`src/rtl/uart_pkg.sv`:
```
// Shared constants and state encoding for the 8N1 UART.
package uart_pkg;

  localparam int unsigned OVERSAMPLE = 16;
  localparam int unsigned DATA_BITS  = 8;
  localparam int unsigned DIV_W      = 10;
  localparam int unsigned CNT_W      = $clog2(OVERSAMPLE);
  localparam int unsigned BIT_W      = $clog2(DATA_BITS);

  typedef enum logic [1:0] {
    StIdle,
    StStart,
    StData,
    StStop
  } uart_state_e;

endpackage

```
`src/rtl/uart_baud_gen.sv`:
```
// Oversample tick generator: one-cycle tick every divisor_i clocks (0 acts as 1).
// restart_i holds the phase at zero so the first tick lands divisor_i cycles later.
module uart_baud_gen
  import uart_pkg::*;
(
  input  logic             clk_i,
  input  logic             rst_i,
  input  logic             restart_i,
  input  logic [DIV_W-1:0] divisor_i,
  output logic             tick_o
);

  localparam logic [DIV_W-1:0] DivOne = {{(DIV_W-1){1'b0}}, 1'b1};

  logic [DIV_W-1:0] cnt_q, cnt_d;
  logic [DIV_W-1:0] div_eff;

  // Divisor clamp, tick decode and next count.
  always_comb begin
    div_eff = (divisor_i == '0) ? DivOne : divisor_i;
    tick_o  = !restart_i && (cnt_q == div_eff - DivOne);
    cnt_d   = cnt_q + DivOne;
    if (restart_i || tick_o) begin
      cnt_d = '0;
    end
  end

  // Divisor counter state.
  always_ff @(posedge clk_i) begin
    if (rst_i) begin
      cnt_q <= '0;
    end else begin
      cnt_q <= cnt_d;
    end
  end

endmodule

```
`src/rtl/uart_module.sv`:
```
// Full-duplex 8N1 UART with sticky completion flags cleared by the host.
// reset_n is an active-high synchronous reset despite its name.
module uart_module
  import uart_pkg::*;
(
  input  logic             clk,
  input  logic             reset_n,
  input  logic [DIV_W-1:0] baudselect,
  input  logic [7:0]       tx_data,
  input  logic             tx_start,
  input  logic             tx_complete_del_flag,
  input  logic             RXD,
  input  logic             rx_complete_del_flag,
  output logic             TXD,
  output logic             tx_busy,
  output logic             tx_complete_flag,
  output logic [7:0]       rx_data,
  output logic             rx_complete_flag
);

  localparam logic [CNT_W-1:0] LastTick = CNT_W'(OVERSAMPLE - 1);
  localparam logic [CNT_W-1:0] MidTick  = CNT_W'(OVERSAMPLE / 2 - 1);
  localparam logic [BIT_W-1:0] LastBit  = BIT_W'(DATA_BITS - 1);

  // ---------------- Transmitter ----------------
  uart_state_e      tx_state_q;
  logic [DIV_W-1:0] tx_div_q;
  logic [CNT_W-1:0] tx_cnt_q;
  logic [BIT_W-1:0] tx_bit_q;
  logic [7:0]       tx_shift_q;
  logic             tx_tick;

  uart_baud_gen u_tx_baud (
    .clk_i     (clk),
    .rst_i     (reset_n),
    .restart_i (tx_state_q == StIdle),
    .divisor_i (tx_div_q),
    .tick_o    (tx_tick)
  );

  // TX FSM with registered TXD/busy and the set-wins completion flag.
  always_ff @(posedge clk) begin
    if (reset_n) begin
      tx_state_q       <= StIdle;
      tx_div_q         <= '0;
      tx_cnt_q         <= '0;
      tx_bit_q         <= '0;
      tx_shift_q       <= '0;
      TXD              <= 1'b1;
      tx_busy          <= 1'b0;
      tx_complete_flag <= 1'b0;
    end else begin
      if (tx_complete_del_flag) begin
        tx_complete_flag <= 1'b0;
      end
      unique case (tx_state_q)
        StIdle: begin
          if (tx_start) begin
            tx_shift_q <= tx_data;
            tx_div_q   <= baudselect;
            tx_cnt_q   <= '0;
            tx_state_q <= StStart;
            TXD        <= 1'b0;
            tx_busy    <= 1'b1;
          end
        end
        StStart: begin
          if (tx_tick) begin
            tx_cnt_q <= tx_cnt_q + 1'b1;
            if (tx_cnt_q == LastTick) begin
              tx_state_q <= StData;
              tx_bit_q   <= '0;
              TXD        <= tx_shift_q[0];
            end
          end
        end
        StData: begin
          if (tx_tick) begin
            tx_cnt_q <= tx_cnt_q + 1'b1;
            if (tx_cnt_q == LastTick) begin
              if (tx_bit_q == LastBit) begin
                tx_state_q <= StStop;
                TXD        <= 1'b1;
              end else begin
                tx_bit_q   <= tx_bit_q + 1'b1;
                tx_shift_q <= {1'b0, tx_shift_q[7:1]};
                TXD        <= tx_shift_q[1];
              end
            end
          end
        end
        StStop: begin
          if (tx_tick) begin
            tx_cnt_q <= tx_cnt_q + 1'b1;
            if (tx_cnt_q == LastTick) begin
              tx_state_q       <= StIdle;
              tx_busy          <= 1'b0;
              tx_complete_flag <= 1'b1;
            end
          end
        end
        default: tx_state_q <= StIdle;
      endcase
    end
  end

  // ---------------- Receiver ----------------
  uart_state_e      rx_state_q;
  logic [DIV_W-1:0] rx_div_q;
  logic [CNT_W-1:0] rx_cnt_q;
  logic [BIT_W-1:0] rx_bit_q;
  logic [7:0]       rx_shift_q;
  logic             rx_wait_q;   // stop bit was low; waiting for line to return high
  logic             rxd_s1_q, rxd_s2_q, rxd_prev_q;
  logic             rx_tick;

  uart_baud_gen u_rx_baud (
    .clk_i     (clk),
    .rst_i     (reset_n),
    .restart_i (rx_state_q == StIdle),
    .divisor_i (rx_div_q),
    .tick_o    (rx_tick)
  );

  // RXD synchronizer plus previous-sample register for falling-edge detection.
  always_ff @(posedge clk) begin
    if (reset_n) begin
      rxd_s1_q   <= 1'b1;
      rxd_s2_q   <= 1'b1;
      rxd_prev_q <= 1'b1;
    end else begin
      rxd_s1_q   <= RXD;
      rxd_s2_q   <= rxd_s1_q;
      rxd_prev_q <= rxd_s2_q;
    end
  end

  // RX FSM: mid-bit sampling, framing check and set-wins completion flag.
  always_ff @(posedge clk) begin
    if (reset_n) begin
      rx_state_q       <= StIdle;
      rx_div_q         <= '0;
      rx_cnt_q         <= '0;
      rx_bit_q         <= '0;
      rx_shift_q       <= '0;
      rx_wait_q        <= 1'b0;
      rx_data          <= '0;
      rx_complete_flag <= 1'b0;
    end else begin
      if (rx_complete_del_flag) begin
        rx_complete_flag <= 1'b0;
      end
      unique case (rx_state_q)
        StIdle: begin
          if (rxd_prev_q && !rxd_s2_q) begin
            rx_div_q   <= baudselect;
            rx_cnt_q   <= '0;
            rx_state_q <= StStart;
          end
        end
        StStart: begin
          if (rx_tick) begin
            rx_cnt_q <= rx_cnt_q + 1'b1;
            if (rx_cnt_q == MidTick) begin
              if (rxd_s2_q) begin
                rx_state_q <= StIdle;
              end else begin
                rx_state_q <= StData;
                rx_cnt_q   <= '0;
                rx_bit_q   <= '0;
              end
            end
          end
        end
        StData: begin
          if (rx_tick) begin
            rx_cnt_q <= rx_cnt_q + 1'b1;
            if (rx_cnt_q == LastTick) begin
              rx_shift_q <= {rxd_s2_q, rx_shift_q[7:1]};
              if (rx_bit_q == LastBit) begin
                rx_state_q <= StStop;
              end else begin
                rx_bit_q <= rx_bit_q + 1'b1;
              end
            end
          end
        end
        StStop: begin
          if (rx_wait_q) begin
            if (rxd_s2_q) begin
              rx_wait_q  <= 1'b0;
              rx_state_q <= StIdle;
            end
          end else if (rx_tick) begin
            rx_cnt_q <= rx_cnt_q + 1'b1;
            if (rx_cnt_q == LastTick) begin
              if (rxd_s2_q) begin
                rx_data          <= rx_shift_q;
                rx_complete_flag <= 1'b1;
                rx_state_q       <= StIdle;
              end else begin
                rx_wait_q <= 1'b1;
              end
            end
          end
        end
        default: rx_state_q <= StIdle;
      endcase
    end
  end

endmodule

```
`config.mk`:
```
export PLATFORM = sky130hd
export DESIGN_NAME = uart_module
export DESIGN_NICKNAME = d
export VERILOG_FILES = /design/src/rtl/uart_pkg.sv /design/src/rtl/uart_baud_gen.sv /design/src/rtl/uart_module.sv
export SDC_FILE = /design/constraint.sdc
export NUM_CORES = 1
export LEC_CHECK = 0
export ABC_AREA = 1
export CORE_MARGIN = 2
export CORE_UTILIZATION = 59
export CTS_CLUSTER_SIZE = 20
export DETAILED_ROUTE_END_ITERATION = 10
export PLACE_DENSITY = 0.8
export RECOVER_POWER = 50
export SKIP_LAST_GASP = 1
export SYNTH_ARGS = -nofsm -noshare
export SYNTH_HDL_FRONTEND = slang
export SYNTH_SLANG_ARGS = --single-unit
```
`constraint.sdc`:
```
create_clock -name clk -period 2.85 [get_ports clk]
set_input_delay 0.285 -clock clk [delete_from_list [all_inputs] [get_ports clk]]
set_output_delay 0.285 -clock clk [all_outputs]
set_load 0.05 [all_outputs]
```
Word level (Yosys, flattened, before mapping)
Index checks and enable logic that the tools add are counted.
{ "totals": {"register_bits": 90, "word_cells": 173} }
{ "op_classes": {"add_sub_neg": 8, "eq_ne": 34, "mux": 76, "bitwise_logic": 1, "n_reduce_logical": 33} }
{ "op_table": {"columns": ["operator", "count"], "rows": [
  ["$mux 2", 19],
  ["$ne 2x2->1 const B", 18],
  ["$mux 3", 11],
  ["$mux 4", 8],
  ["$mux 8", 4],
  ["$mux 1", 23],
  ["$add 10x1->10 const B", 2],
  ["$eq 10x10->1", 2],
  ["$logic_not 10->1", 2],
  ["$mux 10", 2],
  ["$sub 10x1->10 const B", 2],
  ["$pmux 2 s4", 2],
  ["$pmux 4 s4", 1],
  ["$pmux 8 s2", 1],
  ["$reduce_and 8->1", 2],
  ["$pmux 3 s2", 2],
  ["$reduce_and 6->1", 2],
  ["$reduce_and 5->1", 2],
  ["$add 4x1->4 const B", 2],
  ["$eq 2x2->1 const B", 4],
  ["$eq 4x4->1 const B", 2],
  ["$pmux 4 s2", 1],
  ["$reduce_bool 2->1", 4],
  ["$reduce_and 7->1", 1],
  ["19 further kinds", 33]
]} }

Depth between registers and ports, before layout
Gate-level depths: netlist of the first run.
{ "logic_depth": {"depth_word": 8, "mapped_depth": 22} }

Hierarchy
From an unflattened synthesis of the first run, not the netlist that was laid out.
{ "unflattened": {"cells_unflattened": 698, "hier_area_um2": 4830.9} }
{ "modules_own_cells": {"columns": ["mod", "instances", "cells_per_inst", "area_each_um2", "seq_area_each_um2"], "rows": [
  ["uart_module", 1, 415, 3046.7, 1401.3],
  ["uart_baud_gen at u_rx_baud", 1, 142, 925.9, 200.2],
  ["uart_baud_gen at u_tx_baud", 1, 141, 858.3, 200.2]
]} }

Worst setup path before layout of the first run
Ideal clock, no wire load.
{ "synth_timing": {"path_type": "register to register", "from": "register tx_div_q[2]", "to": "register TXD", "setup_ns": 0.130, "arrival_ns": 2.336, "required_time_ns": 2.720, "path_slack_ns": 0.384, "path_stages_with_launch": 20, "path_buffers": 0, "path_cell_list": "dfxtp_1 -> nor2_2 -> nand3_1 -> nor2_1 -> nor2_2 -> ha_1 -> xor2_1 -> nand3_1 -> nor2_1 -> nand2_1 -> nor2_1 -> nand2_1 -> nor2_1 -> nand3_1 -> nand2_1 -> nand2_1 -> nor2_2 -> nand2_1 -> nand2_1 -> nand3_1"} }
{ "synth_between": {"elab_chain_len": 7, "word_cells_on_any_way": 8} }
{ "synth_rtl": {"columns": ["item", "line", "source"], "rows": [
  ["from (decl)", "uart_module.sv:27", "logic [DIV_W-1:0] tx_div_q;"],
  ["from (signal assigned)", "uart_module.sv:60", "tx_div_q <= baudselect;"],
  ["$logic_not 10->1", "uart_baud_gen.sv:20", "div_eff = (divisor_i == '0) ? DivOne : divisor_i;"],
  ["$mux 10 (*)", "uart_baud_gen.sv:20", null],
  ["$sub 10x1->10 (*)", "uart_baud_gen.sv:21", "tick_o = !restart_i && (cnt_q == div_eff - DivOne);"],
  ["$eq 10x10->1 (*)", "uart_baud_gen.sv:21", null],
  ["$logic_and 1x1->1 (*)", "uart_baud_gen.sv:21", null],
  ["$ne 2x2->1 (no line)", null, null],
  ["$reduce_and 6->1 (no line) (*)", null, null],
  ["to (signal assigned)", "uart_module.sv:73", "TXD <= tx_shift_q[0];"],
  ["to (signal assigned)", "uart_module.sv:87", "TXD <= tx_shift_q[1];"],
  ["to (decl)", "uart_module.sv:14", "output logic TXD,"]
]} }
Every way passes the cells marked *; elsewhere a longest branch is shown, timed or not.
A chain may end at the register's enable or synchronous reset.

Final worst setup path of the first run
{ "layout_timing": {"from": "register rx_div_q[4]", "to": "register rx_shift_q[3]"} }
{ "layout_between": {"elab_chain_len": 6} }
{ "layout_rtl": {"columns": ["item", "line", "source"], "rows": [
  ["from (decl)", "uart_module.sv:109", "logic [DIV_W-1:0] rx_div_q;"],
  ["from (signal assigned)", "uart_module.sv:156", "rx_div_q <= baudselect;"],
  ["$logic_not 10->1", "uart_baud_gen.sv:20", null],
  ["$mux 10 (*)", "uart_baud_gen.sv:20", null],
  ["$sub 10x1->10 (*)", "uart_baud_gen.sv:21", null],
  ["$eq 10x10->1 (*)", "uart_baud_gen.sv:21", null],
  ["$logic_and 1x1->1 (*)", "uart_baud_gen.sv:21", null],
  ["$reduce_and 3->1 (no line) (*)", null, null],
  ["to (signal assigned)", "uart_module.sv:179", "rx_shift_q <= {rxd_s2_q, rx_shift_q[7:1]};"],
  ["to (decl)", "uart_module.sv:112", "logic [7:0] rx_shift_q;"]
]} }
Marks and branches as above.

==> results of run 1 <==
==> state kept, by name, indices dropped and copies added (netlist names), named ones only <==
register	count
TXD	1
rx_bit_q	3
rx_cnt_q	4
rx_complete_flag	1
rx_data	8
rx_div_q	10
rx_shift_q	8
rx_state_q	1
rx_wait_q	1
rxd_prev_q	1
rxd_s1_q	1
rxd_s2_q	1
tx_bit_q	3
tx_busy	1
tx_cnt_q	4
tx_complete_flag	1
tx_div_q	10
tx_shift_q	8
tx_state_q	2
u_rx_baud.cnt_q	10
u_tx_baud.cnt_q	10
==> repair_timing <==
item | CTS | global route
buffers inserted | 0 | 17
hold buffers | 0 | 0
resized for setup | 0 | 61
endpoints found under the setup margin | 0 | 55
==> power by group <==
| group | total [mW] | switching [mW] | internal, mW | leakage (nW) |
|---|---|---|---|---|
| combinational | 1.99 | 1.25 | 0.745 | 1.79 |
| sequential | 1.58 | 0.146 | 1.43 | 0.738 |
| clock | 0.807 | 0.443 | 0.364 | 0.0924 |
==> per-layer routing <==
metal / GRT usage / vias up / wire length (µm)
li1: - / 2356 / -
met1: 0.2959 / 2108 / 4962
met2: 0.4298 / 132 / 5499
met3: 0.03451 / 21 / 545
met4: 0.07609 / 0 / 192
met5: 0 / - / 0
==> worst max-delay path by stage <==
stage	slack, ns	from	to
floorplan	0.38	tx_div_q[2]	TXD
global placement	0.07	tx_div_q[5]	tx_state_q[0]
detailed placement	0.04	tx_div_q[3]	tx_state_q[1]
CTS	0.008	tx_div_q[3]	tx_state_q[1]
global route	-0.1	rx_div_q[1]	rx_shift_q[3]
finish	0.13	rx_div_q[4]	rx_shift_q[3]
==> final cells by class <==
cell class | instances | area [µm²]
Multi-Input combinational cell | 509 | 2770
Sequential cell | 90 | 1822
Tap cell | 102 | 127.6
Clock buffer | 12 | 155.1
Timing Repair Buffer | 55 | 504.2
Fill cell | 611 | 2013
Clock inverter | 4 | 26.28
Inverter | 103 | 389.1
==> placed cells by master, fill, tap and decap left out, drive strengths merged, types with 7 or more instances in the layout <==
master         count
a21oi             49
buf               20
clkbuf            12
clkdlybuf4s50     35
dfxtp             90
ha                14
inv              102
nand2            152
nand3             44
nand4              9
nor2             143
nor3b              7
o21ai             47
xnor2              7
xor2              17
==> cells by family (layout without fill, tap and decap cells) <==
group                    after synthesis  after routing  share of synthesized area
AO/OA/AOI/OAI                        106            106                     0.1176
XOR/XNOR                              25             25                    0.05007
buffers and inverters                117            174                    0.09491
flip-flops                            90             90                     0.3755
adder cells (fa/ha/maj)               14             14                    0.03651
AND/OR/NAND/NOR                      360            364                     0.3254
==> worst max-delay path: stages, from the launching register on <==
cell,delay (ns)
sky130_fd_sc_hd__dfxtp_1,0.40
sky130_fd_sc_hd__nor2_1,0.08
sky130_fd_sc_hd__nand2_2,0.11
sky130_fd_sc_hd__nor2_4,0.05
sky130_fd_sc_hd__nor2_4,0.16
sky130_fd_sc_hd__ha_4,0.16
sky130_fd_sc_hd__nand2_1,0.08
sky130_fd_sc_hd__o21ai_1,0.22
sky130_fd_sc_hd__nand2_1,0.07
sky130_fd_sc_hd__nand2_1,0.06
sky130_fd_sc_hd__nand2_1,0.05
sky130_fd_sc_hd__nor2_1,0.08
sky130_fd_sc_hd__nand2_1,0.09
sky130_fd_sc_hd__nor2_4,0.14
sky130_fd_sc_hd__nand3_4,0.12
sky130_fd_sc_hd__nor2_4,0.16
sky130_fd_sc_hd__buf_4,0.17
sky130_fd_sc_hd__buf_4,0.12
sky130_fd_sc_hd__nand2_2,0.07
sky130_fd_sc_hd__nor2_1,0.14
sky130_fd_sc_hd__nor2_1,0.07
==> impl_table.tex, run 1 <==
\begin{tabular}{lr}
\hline
Metric & Value \\
\hline
\multicolumn{2}{l}{\textbf{Synth}} \\
Avg Cell Area, Syn & 6.739 µm² \\
Commonest cells post-synth & sky130\_fd\_sc\_hd\_\_nand2\_1 (149), sky130\_fd\_sc\_hd\_\_nor2\_1 (134), sky130\_fd\_sc\_hd\_\_inv\_1 (100), sky130\_fd\_sc\_hd\_\_dfxtp\_1 (90), sky130\_fd\_sc\_hd\_\_a21oi\_1 (48) \\
Share of the yosys chip area belonging to registers & 0.3755 \\
Yosys cell types & 38 \\
Number of synthesized register bits & 90 \\
Synthesized instance count & 712 \\
Ranking of synthesized cells by area & sky130\_fd\_sc\_hd\_\_dfxtp\_1 (38\%), sky130\_fd\_sc\_hd\_\_nand2\_1 (12\%), sky130\_fd\_sc\_hd\_\_nor2\_1 (10\%), sky130\_fd\_sc\_hd\_\_inv\_1 (7.8\%), sky130\_fd\_sc\_hd\_\_a21oi\_1 (5.0\%) \\
Syn Nets & 750 \\
Share of Yosys cell area claimed by the top area cell type & 0.3755 \\
Synth Cell Area & 4798 µm² \\
Most numerous cell in the Yosys netlist & sky130\_fd\_sc\_hd\_\_nand2\_1 \\
Synth area leader & sky130\_fd\_sc\_hd\_\_dfxtp\_1 \\
Warning count from the yosys run & 0 \\
Number of enable flip-flop cells after synthesis & 0 \\
Synth Flop Type & sky130\_fd\_sc\_hd\_\_dfxtp\_1 \\
Fraction of registers with async set/reset & 0 \\
\multicolumn{2}{l}{\textbf{STA}} \\
Max\_slew headroom & 0.4701 \\
Worst Setup Slack, final & 0.1340 ns \\
Hold Vio Cnt, Final & 0 \\
Achievable frequency & 368.2 MHz \\
Final clock period utilization by the worst path & 0.9530 \\
Minimum clock period after layout & 2.716 ns \\
Max-slew violation count & 0 \\
Worst Skew & 0.01577 ns \\
Final Setup Violations & 0 \\
Aggregate negative setup slack & 0 ns \\
Hold Slack & 0.4511 ns \\
Slew at the pin closest to its max-slew limit & 0.7920 ns \\
Setup repair after global routing missed its margin & true \\
\multicolumn{2}{l}{\textbf{Job}} \\
Maximum Capacitance Violations & 0 \\
\multicolumn{2}{l}{\textbf{Clocking}} \\
Clock root buffer master & sky130\_fd\_sc\_hd\_\_clkbuf\_8 \\
Number of buffers created by CTS & 9 \\
CTS sink count & 90 \\
CTS tree & done \\
Maximum number of buffers from clock root to sink & 2 \\
H-tree depth & 3 \\
Clock latency of the later-clocked register in the worst-skew pair & 0.35 ns \\
Clock slew seen by the registers of the worst setup and hold paths & 0.09 ns \\
\multicolumn{2}{l}{\textbf{Worst setup path}} \\
Crit Path Class & flop to flop \\
Largest fanout on the critical path & 5 \\
R2R setup slack & 0.13 ns \\
Number of cell instances on the worst register-to-register path & 20 \\
Worst reg2reg path startpoint & rx\_div\_q[4] \\
Arrival time at the worst endpoint & 2.95 ns \\
CP Launch Type & flop \\
Data required time at the worst endpoint & 3.08 ns \\
Reg2reg end & rx\_shift\_q[3] \\
CP endpoint kind & flop \\
\multicolumn{2}{l}{\textbf{Global routing}} \\
Wire length of the first global-routing pass & 17.51 mm \\
Total GRT Usage & 0.2402 \\
Largest net degree at the start of global routing & 29 \\
Number of global-route vias before repair & 4241 \\
Initial antenna violation count & 0 \\
Total global routing overflow & 0 \\
\multicolumn{2}{l}{\textbf{Die}} \\
Number of top-level pins & 36 \\
Total core area & 7807 µm² \\
Width of the chip & 94.18 µm \\
Die ar. & 8870 µm² \\
Number of core rows & 32 \\
Die H & 94.18 µm \\
Initial core utilization & 0.6146 \\
\multicolumn{2}{l}{\textbf{Min path}} \\
Capture endpoint of the worst hold path & rxd\_s2\_q \\
Class of the most critical hold timing path & flop to flop \\
Number of cells on the worst hold path & 1 \\
HP Start & rxd\_s1\_q \\
\multicolumn{2}{l}{\textbf{Placement}} \\
Pre-CTS worst setup slack & 0.03926 ns \\
Number of input and output port buffers inserted & 35 \\
Number of cells after detailed placement & 838 \\
Area after detailed placement & 5230 µm² \\
Detailed Place HPWL & 7.391 mm \\
Final weighted congestion in routability-driven placement & 0.8592 \\
\multicolumn{2}{l}{\textbf{Detailed routing}} \\
Detailed Route Iter0 Violations & 164 \\
Average routed wire per standard cell & 12.80 µm \\
DR DRC count & 0 \\
DRT Pass-1 Iters & 5 \\
Via Count & 4617 \\
Antenna viol nets, final & 0 \\
Post-detailed-routing wire length & 11.20 mm \\
Via-to-Cell Ratio & 5.277 \\
\multicolumn{2}{l}{\textbf{Cells and area}} \\
Final core utilization & 0.7421 \\
Final instance area & 5794 µm² \\
Post-layout nets & 806 \\
Filler-free cell count of the finished design & 875 \\
Number of antenna diodes & 0 \\
P\&R area growth vs syn & 20.76\% \\
Share of layout cells above drive strength 1 & 0.1320 \\
\multicolumn{2}{l}{\textbf{Pwr}} \\
Power per unit of standard cell area & 756.1 nW/µm² \\
PnR Total Power & 4.381 mW \\
Cell leakage power & 2.615 nW \\
Worst IR drop on VDD & 490.9 µV \\
\multicolumn{2}{l}{\textbf{Run status}} \\
Status & finished, final reports clean \\
\hline
\end{tabular}
(Power assumes the default switching activity.)
==> inputs of run 2 (changes only) <==
--- a/config.mk
+++ b/config.mk
@@ -7,10 +7,11 @@
 export LEC_CHECK = 0
 export ABC_AREA = 1
 export CORE_MARGIN = 2
-export CORE_UTILIZATION = 59
+export CORE_UTILIZATION = 57
 export CTS_CLUSTER_SIZE = 20
 export DETAILED_ROUTE_END_ITERATION = 10
-export PLACE_DENSITY = 0.8
+export DONT_BUFFER_PORTS = 1
+export PLACE_DENSITY = 0.75
 export RECOVER_POWER = 50
 export SKIP_LAST_GASP = 1
 export SYNTH_ARGS = -nofsm -noshare
==> constraint.sdc (replaced) <==
create_clock -name clk -period 2.3 [get_ports clk]
set_input_delay 0.23 -clock clk [delete_from_list [all_inputs] [get_ports clk]]
set_output_delay 0.23 -clock clk [all_outputs]
set_load 0.05 [all_outputs]
==> impl_table.tex, run 2 (synthesized netlist as in run 1, its figures left out) <==
\begin{tabular}{lr}
\hline
Metric & Value \\
\hline
\multicolumn{2}{l}{\textbf{Run status}} \\
Status & finished, violations left \\
Violated checks & negative setup slack \\
\multicolumn{2}{l}{\textbf{Pwr}} \\
Cell leakage power & 2.747 nW \\
Power per unit of standard cell area & 1014 nW/µm² \\
Worst IR drop on VDD & 726.0 µV \\
\multicolumn{2}{l}{\textbf{Global routing}} \\
Largest net degree at the start of global routing & 41 \\
Number of global-route vias before repair & 4408 \\
Total GRT Usage & 0.2600 \\
Total global routing overflow & 0 \\
Met2 routing resource usage after global routing & 0.4417 \\
Met3 Resource Use GR & 0.05090 \\
Wire length of the first global-routing pass & 18.83 mm \\
Met1 global-route usage & 0.3149 \\
Routing layer with the top usage in global route & met2 \\
Initial antenna violation count & 0 \\
\multicolumn{2}{l}{\textbf{Worst setup path}} \\
Data required time at the worst endpoint & 2.54 ns \\
Arrival time at the worst endpoint & 2.91 ns \\
Largest fanout on the critical path & 6 \\
CP endpoint kind & flop \\
Crit Path Class & flop to flop \\
CP Launch Type & flop \\
\multicolumn{2}{l}{\textbf{Detailed routing}} \\
DR DRC count & 0 \\
Via Count & 4766 \\
Post-detailed-routing wire length & 12.02 mm \\
Average routed wire per standard cell & 13.49 µm \\
Via-to-Cell Ratio & 5.349 \\
Antenna viol nets, final & 0 \\
Detailed Route Iter0 Violations & 198 \\
DRT Pass-1 Iters & 5 \\
\multicolumn{2}{l}{\textbf{STA}} \\
Final clock period utilization by the worst path & 1.160 \\
Minimum clock period after layout & 2.668 ns \\
Hold Slack & 0.03944 ns \\
Setup repair after global routing missed its margin & true \\
Hold Vio Cnt, Final & 0 \\
Max\_slew headroom & 0.3905 \\
Max-slew violation count & 0 \\
Slew at the pin closest to its max-slew limit & 0.9109 ns \\
Achievable frequency & 374.8 MHz \\
Worst Setup Slack, final & -0.3677 ns \\
Final Setup Violations & 57 \\
Worst Skew & 0.01427 ns \\
\multicolumn{2}{l}{\textbf{Clocking}} \\
Clock latency of the later-clocked register in the worst-skew pair & 0.36 ns \\
CTS sink count & 90 \\
H-tree depth & 3 \\
Maximum number of buffers from clock root to sink & 2 \\
Number of buffers created by CTS & 9 \\
CTS tree & done \\
Clock root buffer master & sky130\_fd\_sc\_hd\_\_clkbuf\_8 \\
Clock slew seen by the registers of the worst setup and hold paths & 0.09 ns \\
\multicolumn{2}{l}{\textbf{Cells and area}} \\
Post-layout nets & 819 \\
Highest-count cells in the layout ignoring fill and taps & sky130\_fd\_sc\_hd\_\_nand2\_1 (129), sky130\_fd\_sc\_hd\_\_nor2\_1 (120), sky130\_fd\_sc\_hd\_\_inv\_1 (99) \\
Share of layout cells above drive strength 1 & 0.2354 \\
Leading cell type in the layout, fill and taps excluded & sky130\_fd\_sc\_hd\_\_nand2\_1 \\
Filler-free cell count of the finished design & 891 \\
Number of antenna diodes & 0 \\
Filler cells & 602 \\
P\&R area growth vs syn & 27.33\% \\
\multicolumn{2}{l}{\textbf{Min path}} \\
Class of the most critical hold timing path & primary input to flop \\
\multicolumn{2}{l}{\textbf{Die}} \\
Initial core utilization & 0.5869 \\
Total core area & 8175 µm² \\
Number of core rows & 33 \\
Die ar. & 9168 µm² \\
Number of top-level pins & 36 \\
Width of the chip & 95.75 µm \\
Die H & 95.75 µm \\
\multicolumn{2}{l}{\textbf{Placement}} \\
Detailed Place HPWL & 7.396 mm \\
Final weighted congestion in routability-driven placement & 0.8706 \\
Number of input and output port buffers inserted & 0 \\
Number of cells after detailed placement & 841 \\
\multicolumn{2}{l}{\textbf{Job}} \\
Maximum Capacitance Violations & 0 \\
\hline
\end{tabular}
run 2: area by class of cell:
class / count / area [µm²] / share of cell area
clock buffer: 12 / 165.2 / 0.02703
clock inverter: 4 / 72.57 / 0.01188
sequential: 90 / 1822 / 0.2982
multi-input combinational: 509 / 2978 / 0.4874
tap: 105 / 131.4 / 0.02150
inverter: 103 / 401.6 / 0.06574
timing repair buffer: 68 / 539.3 / 0.08827
run 2: worst paths after layout:
| check | start | to | slack (ns) | cells past startpoint |
|---|---|---|---|---|
| max reg2reg | tx_div_q[1] | TXD | -0.37 | 19 |
| min | tx_data[7] | tx_shift_q[7] | 0.04 | 2 |
| max | tx_div_q[1] | TXD | -0.37 | 19 |
| min reg2reg | rxd_s1_q | rxd_s2_q | 0.42 | 1 |
run 2: through the flow:
| stage | total power, mW | cell area [µm²] | utilization | setup slack, ns | setup TNS (ns) |
|---|---|---|---|---|---|
| finish | 6.197 | 6110 | 0.7473 | -0.3677 | -13.59 |
| CTS | 5.858 | 5833 | 0.7135 | -0.2032 | -5.925 |
| global route | 6.627 | 6110 | 0.7473 | -0.5540 | -25.33 |
| global placement | 4.186 | 5234 | 0.6402 | -0.2112 | -6.620 |
| floorplan | 3.720 | 4873 | - | -0.1376 | -2.388 |
| detailed placement | 4.270 | 5234 | 0.6402 | -0.2827 | -9.911 |
run 2: what timing repair did:
item                       CTS  global route
hold endpoints to repair    11             0
setup buffers               19            10
gates resized for setup     43            64
pin swaps                   33            29
setup endpoints to repair   66            67
hold buffers                 2             0
gates cloned                 4             0
run 2: where the power goes:
| part | internal (mW) | total [mW] | switching, mW |
|---|---|---|---|
| Combinational | 1.21 | 2.94 | 1.74 |
| Sequential | 1.78 | 1.98 | 0.208 |
| Clock | 0.700 | 1.27 | 0.571 |
| Total | 3.68 | 6.20 | 2.51 |
run 2: per-layer routing:
layer  vias to the layer above  share of wire
met2                       137           0.50
met5                         -              0
met3                        36          0.063
li1                       2378              -
met1                      2215           0.40
met4                         0          0.031
run 2: worst max-delay path, stage by stage, from the launching register on:
cell and delay (ns):
sky130_fd_sc_hd__dfxtp_2 0.34, sky130_fd_sc_hd__nor2_4 0.16, sky130_fd_sc_hd__nand3_4 0.11, sky130_fd_sc_hd__nor2_4 0.12
sky130_fd_sc_hd__nor2_4 0.05, sky130_fd_sc_hd__ha_4 0.25, sky130_fd_sc_hd__xor2_1 0.13, sky130_fd_sc_hd__nand3_1 0.08
sky130_fd_sc_hd__nor2_1 0.11, sky130_fd_sc_hd__nand2_1 0.07, sky130_fd_sc_hd__nor2_1 0.11, sky130_fd_sc_hd__nand2_1 0.12
sky130_fd_sc_hd__nor2_4 0.17, sky130_fd_sc_hd__nand3_4 0.13, sky130_fd_sc_hd__nand2_4 0.14, sky130_fd_sc_hd__nand2_4 0.07
sky130_fd_sc_hd__nor2_4 0.18, sky130_fd_sc_hd__nand2_1 0.07, sky130_fd_sc_hd__nand2_1 0.06, sky130_fd_sc_hd__nand3_1 0.07
